--- src/rtl/sprite_scan_ctrl_if.sv ---
// Sprite-position update channel between game logic (master) and the
// per-pixel scan controller (slave). Coin entries are 38 bits each, packed by index.
interface sprite_scan_ctrl_if #(
  parameter int N_COINS = 4
);
  logic                   upd_valid;
  logic                   upd_ready;
  logic [18:0]            upd_ghost_pos;
  logic [18:0]            upd_pacman_pos;
  logic [N_COINS*38-1:0]  upd_coin_pos;

  modport master (
    output upd_valid, upd_ghost_pos, upd_pacman_pos, upd_coin_pos,
    input  upd_ready
  );

  modport slave (
    input  upd_valid, upd_ghost_pos, upd_pacman_pos, upd_coin_pos,
    output upd_ready
  );
endinterface

--- src/rtl/sprite_scan_ctrl.sv ---
// Per-pixel object scheduler: a two-stage pipeline that hit-tests each pixel against
// frame-stable sprite positions. Optional macro SPRITE_SCAN_COLLIDE_EN adds a per-frame collision output.
module sprite_scan_ctrl #(
  parameter  int SPR_SIZE  = 25,
  parameter  int COIN_SIZE = 15,
  parameter  int N_COINS   = 4,
  localparam int SEL_W     = (N_COINS > 1) ? $clog2(N_COINS) : 1
) (
  input  logic                  clk,
  input  logic                  reset,
  input  logic                  frame_start,
  input  logic                  pix_valid,
  input  logic [9:0]            x,
  input  logic [8:0]            y,
  input  logic                  is_wall,
  sprite_scan_ctrl_if.slave     upd,
  output logic [18:0]           curr_pos,
  output logic [2:0]            obj_type,
  output logic [SEL_W-1:0]      coin_sel,
  output logic                  pix_valid_out,
  output logic [18:0]           ghost_pos,
  output logic [18:0]           pacman_pos,
  output logic [N_COINS*38-1:0] coin_positions
`ifdef SPRITE_SCAN_COLLIDE_EN
  , output logic                collision
`endif
);

  typedef enum logic {WAIT_FRAME, ACTIVE} state_t;

  typedef enum logic [2:0] {
    OBJ_WALL   = 3'd0,
    OBJ_GHOST  = 3'd2,
    OBJ_PACMAN = 3'd3,
    OBJ_COIN   = 3'd4,
    OBJ_BG     = 3'd7
  } obj_t;

  localparam logic [10:0] SPR_M1  = 11'(SPR_SIZE - 1);
  localparam logic [10:0] COIN_M1 = 11'(COIN_SIZE - 1);

  state_t state, state_nxt;
  logic   scan_en;

  // ---------------- FSM ----------------
  // NOTE: sequential state uses non-blocking assignments so every register
  // samples the pre-edge value of its inputs, independent of block ordering.
  always_ff @(posedge clk) begin
    if (reset) state <= WAIT_FRAME;
    else       state <= state_nxt;
  end

  always_comb begin
    state_nxt = state;
    case (state)
      WAIT_FRAME: if (frame_start) state_nxt = ACTIVE;
      ACTIVE:     state_nxt = ACTIVE;
      default:    state_nxt = WAIT_FRAME;
    endcase
  end

  always_comb begin
    scan_en = (state == ACTIVE);
  end

  // ---------------- update handshake / register banks ----------------
  logic                  pending_full;
  logic [18:0]           pend_ghost, pend_pacman;
  logic [N_COINS*38-1:0] pend_coins;
  logic                  xfer;

  assign upd.upd_ready = !pending_full;
  assign xfer          = upd.upd_valid && !pending_full;

  always_ff @(posedge clk) begin
    if (reset)            pending_full <= 1'b0;
    else if (xfer)        pending_full <= 1'b1;
    else if (frame_start) pending_full <= 1'b0;
  end

  // NOTE: pending data is deliberately not reset; it is only ever read when
  // pending_full is set, and that flag is reset.
  always_ff @(posedge clk) begin
    if (xfer) begin
      pend_ghost  <= upd.upd_ghost_pos;
      pend_pacman <= upd.upd_pacman_pos;
      pend_coins  <= upd.upd_coin_pos;
    end
  end

  // Active bank changes only at frame start, so a frame never tears.
  always_ff @(posedge clk) begin
    if (reset) begin
      ghost_pos      <= '0;
      pacman_pos     <= '0;
      coin_positions <= '0;
    end else if (frame_start && pending_full) begin
      ghost_pos      <= pend_ghost;
      pacman_pos     <= pend_pacman;
      coin_positions <= pend_coins;
    end
  end

  // ---------------- stage 1 ----------------
  logic [9:0] s1_x;
  logic [8:0] s1_y;
  logic       s1_wall, s1_valid;

  always_ff @(posedge clk) begin
    if (reset) begin
      s1_x     <= '0;
      s1_y     <= '0;
      s1_wall  <= 1'b0;
      s1_valid <= 1'b0;
    end else begin
      s1_x     <= x;
      s1_y     <= y;
      s1_wall  <= is_wall;
      s1_valid <= pix_valid;
    end
  end

  // ---------------- stage 2 hit tests ----------------
  // Bounds are widened by one bit so a sprite near the right/bottom edge never wraps.
  function automatic logic box_hit(input logic [9:0] px, input logic [8:0] py,
                                   input logic [18:0] o, input logic [10:0] m1);
    logic [10:0] x0, x1;
    logic [9:0]  y0, y1;
    x0 = {1'b0, o[18:9]};
    x1 = x0 + m1;
    y0 = {1'b0, o[8:0]};
    y1 = y0 + m1[9:0];
    return ({1'b0, px} >= x0) && ({1'b0, px} <= x1) &&
           ({1'b0, py} >= y0) && ({1'b0, py} <= y1);
  endfunction

  logic             pac_hit, ghost_hit, coin_hit;
  logic [SEL_W-1:0] coin_idx;
  obj_t             type_nxt;

  // NOTE: every combinationally driven signal gets a default first so no
  // path leaves it unassigned (which would infer a latch).
  always_comb begin
    pac_hit   = box_hit(s1_x, s1_y, pacman_pos, SPR_M1);
    ghost_hit = box_hit(s1_x, s1_y, ghost_pos,  SPR_M1);
    coin_hit  = 1'b0;
    coin_idx  = '0;
    for (int i = 0; i < N_COINS; i++) begin
      if (!coin_hit && box_hit(s1_x, s1_y, coin_positions[i*38+19 +: 19], COIN_M1)) begin
        coin_hit = 1'b1;
        coin_idx = SEL_W'(i);
      end
    end

    type_nxt = OBJ_BG;
    if (!scan_en || !s1_valid) type_nxt = OBJ_BG;
    else if (pac_hit)          type_nxt = OBJ_PACMAN;
    else if (ghost_hit)        type_nxt = OBJ_GHOST;
    else if (coin_hit)         type_nxt = OBJ_COIN;
    else if (s1_wall)          type_nxt = OBJ_WALL;
  end

  always_ff @(posedge clk) begin
    if (reset) begin
      curr_pos      <= '0;
      obj_type      <= OBJ_BG;
      coin_sel      <= '0;
      pix_valid_out <= 1'b0;
    end else begin
      curr_pos      <= {s1_x, s1_y};
      obj_type      <= type_nxt;
      coin_sel      <= coin_idx;
      pix_valid_out <= scan_en && s1_valid;
    end
  end

`ifdef SPRITE_SCAN_COLLIDE_EN
  // Sticky overlap flag for the current frame; published at the next frame start.
  logic collide_sticky;

  always_ff @(posedge clk) begin
    if (reset) begin
      collide_sticky <= 1'b0;
      collision      <= 1'b0;
    end else if (frame_start) begin
      collision      <= collide_sticky;
      collide_sticky <= 1'b0;
    end else if (scan_en && s1_valid && pac_hit && ghost_hit) begin
      collide_sticky <= 1'b1;
    end
  end
`endif

endmodule
--- src/flat_wrapper.sv ---
// flat-port wrapper written by rule: the top's interface ports become plain ports
module sprite_scan_ctrl_flat 
#(
  parameter  int SPR_SIZE  = 25,
  parameter  int COIN_SIZE = 15,
  parameter  int N_COINS   = 4,
  localparam int SEL_W     = (N_COINS > 1) ? $clog2(N_COINS) : 1
)
  (clk, reset, frame_start, pix_valid, x, y, is_wall, curr_pos, obj_type, coin_sel, pix_valid_out, ghost_pos, pacman_pos, coin_positions, upd_upd_valid, upd_upd_ghost_pos, upd_upd_pacman_pos, upd_upd_coin_pos, upd_upd_ready);
  sprite_scan_ctrl_if #(.N_COINS(N_COINS)) upd_i ();
  input  logic clk;
  input  logic reset;
  input  logic frame_start;
  input  logic pix_valid;
  input  logic [9:0] x;
  input  logic [8:0] y;
  input  logic is_wall;
  output logic [18:0] curr_pos;
  output logic [2:0] obj_type;
  output logic [SEL_W-1:0] coin_sel;
  output logic pix_valid_out;
  output logic [18:0] ghost_pos;
  output logic [18:0] pacman_pos;
  output logic [N_COINS*38-1:0] coin_positions;
  input wire logic [$bits(upd_i.upd_valid)-1:0] upd_upd_valid;
  input wire logic [$bits(upd_i.upd_ghost_pos)-1:0] upd_upd_ghost_pos;
  input wire logic [$bits(upd_i.upd_pacman_pos)-1:0] upd_upd_pacman_pos;
  input wire logic [$bits(upd_i.upd_coin_pos)-1:0] upd_upd_coin_pos;
  output wire logic [$bits(upd_i.upd_ready)-1:0] upd_upd_ready;
  assign upd_i.upd_valid = upd_upd_valid;
  assign upd_i.upd_ghost_pos = upd_upd_ghost_pos;
  assign upd_i.upd_pacman_pos = upd_upd_pacman_pos;
  assign upd_i.upd_coin_pos = upd_upd_coin_pos;
  assign upd_upd_ready = upd_i.upd_ready;
  sprite_scan_ctrl #(.SPR_SIZE(SPR_SIZE), .COIN_SIZE(COIN_SIZE), .N_COINS(N_COINS)) u_core (.clk(clk), .reset(reset), .frame_start(frame_start), .pix_valid(pix_valid), .x(x), .y(y), .is_wall(is_wall), .upd(upd_i), .curr_pos(curr_pos), .obj_type(obj_type), .coin_sel(coin_sel), .pix_valid_out(pix_valid_out), .ghost_pos(ghost_pos), .pacman_pos(pacman_pos), .coin_positions(coin_positions));
endmodule
--- config.mk ---
export PLATFORM = sky130hd
export DESIGN_NAME = sprite_scan_ctrl_flat
export DESIGN_NICKNAME = d
export VERILOG_FILES = /design/src/rtl/sprite_scan_ctrl_if.sv /design/src/rtl/sprite_scan_ctrl.sv /design/src/flat_wrapper.sv
export SDC_FILE = /design/constraint.sdc
export NUM_CORES = 1
export LEC_CHECK = 0
export BUFFER_PORTS_ARGS = -buffer_cell sky130_fd_sc_hd__buf_2
export CORE_ASPECT_RATIO = 0.75
export CORE_MARGIN = 3
export CORE_UTILIZATION = 59
export CTS_CLUSTER_DIAMETER = 100
export CTS_CLUSTER_SIZE = 14
export DETAILED_ROUTE_END_ITERATION = 10
export GPL_ROUTABILITY_DRIVEN = 0
export GPL_TIMING_DRIVEN = 0
export PLACE_DENSITY = 0.87
export SLEW_MARGIN = 20
export SYNTH_ARGS = -nofsm -noshare
export SYNTH_HDL_FRONTEND = slang
export SYNTH_SLANG_ARGS = --single-unit
--- constraint.sdc ---
create_clock -name clk -period 27.9 [get_ports clk]
set_clock_uncertainty 0.1 [all_clocks]
set_input_delay 1.395 -clock clk [delete_from_list [all_inputs] [get_ports clk]]
set_output_delay 1.395 -clock clk [all_outputs]
set_load 0.1 [all_outputs]
==> results of run 1 <==
[state kept, by name, summed over array words and instances, names as in the netlist]
name / count
u_core.pend_pacman: 19
u_core.coin_positions: 152
u_core.s1_valid: 1
u_core.pix_valid_out: 1
u_core.s1_wall: 1
u_core.pacman_pos: 19
u_core.obj_type: 3
u_core.ghost_pos: 19
u_core.scan_en: 1
u_core.pending_full: 1
u_core.s1_x: 10
u_core.s1_y: 9
u_core.pend_ghost: 19
u_core.coin_sel: 2
u_core.pend_coins: 152
u_core.curr_pos: 19
[where the power goes]
group / switching [mW] / internal (mW)
clock network: 0.221 / 0.250
registers: 0.0269 / 0.689
logic: 0.194 / 0.0772
total: 0.442 / 1.02
[layout by cell type (no fill, tap or decap), drive strengths merged, types with 9 or more instances in the layout]
cell / instances
buf: 439
nand2: 424
dfxtp: 238
a21oi: 231
ha: 220
edfxtp: 190
clkbuf: 126
inv: 116
xnor2: 66
nor2b: 48
o21ai: 39
nor2: 34
nand4: 32
nor3: 23
a211oi: 18
nand3: 16
nand2b: 16
a21o: 16
o21a: 15
o2111ai: 13
nor4: 13
o211ai: 11
or3: 10
a31oi: 9
[layer usage]
metal | wire (um) | up-vias | GRT usage, %
met1 | 23000 | 8102 | 39.3
met4 | 3060 | 6 | 15.2
met5 | 36 | - | 0
met2 | 28100 | 907 | 53.6
li1 | - | 7766 | -
met3 | 5060 | 217 | 6.18
[critical path, delay by kind of cell (launching register included)]
family,cells,cell delay (ns)
adders and majority gates,1,0.32
xor gates and xnor gates,1,0.11
and+or+nand+nor,6,1.83
DFF,1,0.41
buffers and inverters,1,0.11
AOI/OAI and AO/OA,3,0.48
[cells by family after synthesis]
group	Yosys count	share of synthesized area (%)
adders and majority gates	220	13.9
AOI/OAI and AO/OA	392	11.9
buffers and inverters	181	3.44
DFF	428	52.9
xor gates and xnor gates	70	3.10
and+or+nand+nor	644	14.7
[final cells by class]
class	instances	area share, %
multi-input cells	1326	36.4
repair buffers	436	9.72
inverters	114	1.81
diodes	5	0.0528
clock buffers	62	4.30
well taps	442	2.33
plain buffers	67	1.06
clock inverters	3	0.111
flip-flops and latches	428	44.2
[metrics by stage]
stage | worst slack [ns] | total power [mW] | utilization (%)
global placement | 13.66 | 0.986 | 68.7
global route | 24.20 | 1.50 | 72.4
floorplan | 17.44 | 0.922 | -
detailed placement | 24.12 | 0.995 | 69.2
finish | 24.41 | 1.46 | 72.4
CTS | 24.45 | 1.46 | 72.4
[worst paths after layout]
path | from | end | slack [ns] | depth (start not counted)
max | u_core.coin_positions[99] | u_core.obj_type[1] | 24.41 | 12
max reg2reg | u_core.coin_positions[99] | u_core.obj_type[1] | 24.41 | 12
min | u_core.coin_positions[4] | u_core.coin_positions[4] | 0.35 | 2
min reg2reg | u_core.coin_positions[4] | u_core.coin_positions[4] | 0.35 | 2
[cells in the mapped netlist, types with 3 or more instances]
cell type	instances
a31oi_1	9
nor2_1	34
xor2_1	4
and2_1	3
o21a_1	15
dfxtp_1	238
clkbuf_1	64
ha_1	220
a21o_1	16
edfxtp_1	190
a211o_1	7
nor3_1	22
o2111ai_1	13
nand3b_1	4
and3_1	4
nand3_1	16
a21oi_1	231
a211oi_1	18
xnor2_1	66
nand4_1	32
nand4b_1	5
nor2b_1	48
inv_1	112
o211ai_1	11
or3_1	8
o32ai_1	3
nand2_1	424
nor4_1	11
nand2b_1	16
o21ai_0	38
o22ai_1	3
buf_1	3
==> metrics.md, run 1 <==
| Metric | Value |
|---|---|
| Outcome | finished clean |
| Initial antenna violation count | 6 |
| Post-CTS Hold Buffers | 0 |
| Remaining antenna violation count | 0 |
| Layout cells sized above 1 | 20.2% |
| Post-Syn Instances | 1935 |
| Worst-path cell chain | inv_1, or3_1, nor3_1, xnor2_1, ha_1, nand4_1, or3_1, o31a_1, a31oi_1, nor4bb_1, or2_4, o311ai_1 |
| Type of the worst min-delay path | reg2reg |
| Min cycle time layout | 3.49 ns |
| Final hold viol count | 0 |
| CTS Buffer Depth | 3 |
| Crit path arrival time | 3.78 ns |
| Fmax | 287 MHz |
| Mean post-synth cell area | 10.2 um^2 |
| CTS tree | yes |
| Fin Setup TNS | 0 ns |
| Width of the die | 217 um |
| GRT Total Usage | 31.6% |
| Initial core utilization | 60.4% |
| Post-cts sizing count | 0 |
| Non-Filler Instances | 2883 |
| Worst Tran Pin Value | 0.977 ns |
| Post-route cell area | 23700 um^2 |
| Final nets | 2844 |
| Max-Slew Margin vs Limit | 34.9% |
| Largest net degree at the start of global routing | 31 |
| Final cycle utilization of the critical path | 12.5% |
| # setup viols final | 0 |
| Startpoint types | register |
| Vias per cell | 5.90 |
| CP max stage delay | 0.52 ns |
| Crit Path Category | reg2reg |
| Grt total ovfl | 0 |
| Crit-path most repeated cell | or3_1 |
| Post-synth EDFFs | 190 |
| CTS Sinks | 428 |
| Crit. End Element | register |
| Later-pin clock latency in the skew report | 0.53 ns |
| Final Max Slew Viols | 0 |
| Peak supply drop | 0.0000499 V |
| Static Leakage | 9.78 nW |
| Hpwl dp | 43.8 mm |
| Worst Path Required | 28.20 ns |
| Total CTS buffers | 36 |
| Total die area | 35800 um^2 |
| Synth top area share | 28.9% |
| Cell Area, Synth | 19800 um^2 |
| Largest area contributor in the netlist | edfxtp_1 |
| Post-CTS setup buffers | 0 |
| DP Cell Count | 2813 |
| Core Area | 32700 um^2 |
| Std-Cell Rows | 57 |
| Iteration-0 DRC Markers | 1686 |
| H-tree levels | 2 |
| Number of fill cells | 2202 |
| Yosys Warn Count | 0 |
| # DRC | 0 |
| Asr flop ratio synth | 0% |
| Synth Register Bits | 428 |
| Hold Worst Slack | 0.355 ns |
| Unrepaired setup endpoints after global routing | false |
| Power Dens Cells | 61.6 nW/um^2 |
| Cell Area, Placed | 22600 um^2 |
| TritonRoute pass-1 iters | 6 |
| Final WL | 59.3 mm |
| Post-synthesis sequential area ratio | 52.9% |
| Post-synth top flop | dfxtp_1 |
| Slowest cell on crit path | nor4bb_1 |
| First-pass GRT wire length | 88.4 mm |
| Syn nets | 2370 |
| Area of the multi-input gates | 8630 um^2 |
| MaxCap Viol Count | 0 |
| CTS root buf | clkbuf_16 |
| Largest cells by area after synthesis | edfxtp_1, dfxtp_1, ha_1 |
| I/O pins | 431 |
| Number of port buffers | 429 |
| Layout area overhead | 19.8% |
| Critical Path Fanout Max | 5 |
| Register Area | 10500 um^2 |
| Die Y | 165 um |
| Number of global-route vias before repair | 16700 |
| Netlist cell types | 65 |
| WL per Instance | 20.6 um |
| Vias | 17000 |
| Clock transition at path regs | 0.06 ns |
No activity file was read; power rests on OpenSTA's default activity.
==> run 2: changes to the inputs <==
--- a/config.mk
+++ b/config.mk
@@ -8,13 +8,13 @@
 export BUFFER_PORTS_ARGS = -buffer_cell sky130_fd_sc_hd__buf_2
 export CORE_ASPECT_RATIO = 0.75
 export CORE_MARGIN = 3
-export CORE_UTILIZATION = 59
+export CORE_UTILIZATION = 55
 export CTS_CLUSTER_DIAMETER = 100
 export CTS_CLUSTER_SIZE = 14
 export DETAILED_ROUTE_END_ITERATION = 10
 export GPL_ROUTABILITY_DRIVEN = 0
 export GPL_TIMING_DRIVEN = 0
-export PLACE_DENSITY = 0.87
+export PLACE_DENSITY = 0.82
 export SLEW_MARGIN = 20
 export SYNTH_ARGS = -nofsm -noshare
 export SYNTH_HDL_FRONTEND = slang
==> constraint.sdc (replaced) <==
create_clock -name clk -period 3.5 [get_ports clk]
set_clock_uncertainty 0.1 [all_clocks]
set_input_delay 0.175 -clock clk [delete_from_list [all_inputs] [get_ports clk]]
set_output_delay 0.175 -clock clk [all_outputs]
set_load 0.1 [all_outputs]
==> run 2 against run 1 <==
Against the previous run:
- design area grew 9.3%
- clock power grew to 8.0 times the previous value
- largest power group unchanged
- critical path depth grew 1
- sequential power grew to 8.0 times the previous value
- register-to-register slack lost 24 ns
- cell count grew 7.8%
- highest routed layer is now met4
==> metrics.md, run 2 (same netlist as run 1, synthesis figures left out) <==
| Metric | Value |
|---|---|
| Outcome | finished clean |
| Top Usage Layer GRT | met2 |
| CTS tree | yes |
| Core Area | 35100 um^2 |
| Final Max Slew Viols | 0 |
| Most frequent cells in the layout | buf_2, nand2_1, a21oi_1 |
| Iteration-0 DRC Markers | 1573 |
| Width of the die | 225 um |
| Worst Path Required | 3.85 ns |
| Cell Area, Placed | 22700 um^2 |
| TritonRoute pass-1 iters | 6 |
| Peak supply drop | 0.000412 V |
| Worst-path cell chain | inv_1, ha_1, nand2_1, nand2_1, or4_1, xnor2_1, ha_1, nand4_1, nor4_1, nor4_2, nor4_2, nand2b_1, a221oi_2 |
| Static Leakage | 10.7 nW |
| Hpwl dp | 42.9 mm |
| CTS root buf | clkbuf_16 |
| Most common cell after layout, fill and taps aside | buf_2 |
| M3 GR Usage | 6.55% |
| Number of global-route vias before repair | 18500 |
| Final WL | 65.5 mm |
| Power Dens Cells | 459 nW/um^2 |
| I/O pins | 431 |
| GRT Total Usage | 33.0% |
| WL per Instance | 21.1 um |
| Post-Route Utilization | 73.8% |
| Type of the worst min-delay path | in2reg |
| # DRC | 0 |
| Initial antenna violation count | 2 |
| Crit Path Category | reg2reg |
| Layout area overhead | 30.9% |
| Final nets | 3058 |
| Min cycle time layout | 3.30 ns |
| Grt total ovfl | 0 |
| Post-CTS setup buffers | 0 |
| CTS Sinks | 428 |
| H-tree levels | 2 |
| Met1 usage | 39.0% |
| Clock transition at path regs | 0.08 ns |
| CTS Buffer Depth | 3 |
| Max-Slew Margin vs Limit | 28.3% |
| Worst Tran Pin Value | 1.07 ns |
| Crit path arrival time | 3.65 ns |
| Crit. End Element | register |
| Critical Path Fanout Max | 5 |
| Worst path bufs/invs | 1 |
| Total die area | 38300 um^2 |
| # setup viols final | 0 |
| Reg2Reg Setup Slack | 0.20 ns |
| First-pass GRT wire length | 98.9 mm |
| Std-Cell Rows | 59 |
| Vias | 18000 |
| Largest net degree at the start of global routing | 28 |
| Fin Setup TNS | 0 ns |
| Setup Slack @ Placement | 0.194 ns |
| Later-pin clock latency in the skew report | 0.54 ns |
| Die Y | 170 um |
| MaxCap Viol Count | 0 |
| Number of port buffers | 429 |
| Fmax | 303 MHz |
| Slowest cell on crit path | or4_1 |
| Final hold viol count | 0 |
| CP max stage delay | 0.51 ns |
| Startpoint types | register |
| Total CTS buffers | 36 |
| Final cycle utilization of the critical path | 94.2% |
| Met2 Track Usage GR | 57.0% |
| CP top delay family | simple AND/OR/NAND/NOR gates |
| Vias per cell | 5.79 |
| Remaining antenna violation count | 0 |
| Initial core utilization | 56.4% |
| Largest registers | u_core.coin_positions (152), u_core.pend_coins (152) |
| Post-route cell area | 25900 um^2 |
| Overall Power | 11.9 mW |
| Layout cells sized above 1 | 19.1% |
| PnR worst setup slack | 0.204 ns |
==> run 2: cell count changes in the layout (fill, tap and decap cells not counted), moves of 2 or more <==
cell and delta:
dlygate4sd3_1 +213, dfxtp_1 -11, dfxtp_2 +11, buf_16 +3, diode_2 -3, buf_12 -2
==> run 2: path summary, 6_finish.rpt <==
check,startpoint,endpoint,cells after the start
setup / recovery,u_core.coin_positions[143],u_core.coin_sel[0],13
setup reg to reg,u_core.coin_positions[143],u_core.coin_sel[0],13
hold / removal,upd_upd_coin_pos[8],u_core.pend_coins[8],2
hold reg to reg,u_core.coin_positions[123],u_core.coin_positions[123],2
==> run 2: timing repair <==
| item | CTS | global route |
|---|---|---|
| endpoints found under the hold margin | 213 | 0 |
| gates resized for setup | 0 | 2 |
| endpoints found under the setup margin | 0 | 4 |
| hold buffers | 213 | 0 |
==> run 2: where the power goes <==
part | internal (mW) | total (mW) | switching (mW)
Clock | 1.95 | 3.78 | 1.83
Sequential | 5.50 | 5.73 | 0.232
Combinational | 0.780 | 2.38 | 1.60
Total | 8.23 | 11.9 | 3.66
==> run 2: final cells by class <==
class / instances / area (um^2)
diodes: 2 / 5.00
plain buffers: 67 / 251
clock buffers: 62 / 998
clock inverters: 3 / 33.8
fillers: 2291 / 9170
inverters: 114 / 428
multi-input cells: 1326 / 8650
flip-flops and latches: 428 / 10500
well taps: 457 / 572
repair buffers: 650 / 4480
==> run 2: metrics by stage <==
step / hold slack [ns] / instances
after CTS: 0.220 / 3107
after global placement: 0.251 / 2821
after global routing: 0.235 / 3109
final: 0.242 / 3109
after detailed placement: 0.253 / 2829
after floorplan: 0.174 / 1935
==> run 2: per-layer routing <==
metal  up-vias  routed length, um
met5         -                  0
met3       288               5660
met2      1020              31500
met4         0               4040
li1       8176                  -
met1      8503              24300
==> run 2: worst reg2reg max path, stage by stage (launching register included) <==
cell and delay, ns:
dfxtp_2 0.37, inv_1 0.07, ha_1 0.22, nand2_1 0.09
nand2_1 0.09, or4_1 0.51, xnor2_1 0.15, ha_1 0.32
nand4_1 0.12, nor4_1 0.30, nor4_2 0.11, nor4_2 0.35
nand2b_1 0.17, a221oi_2 0.24
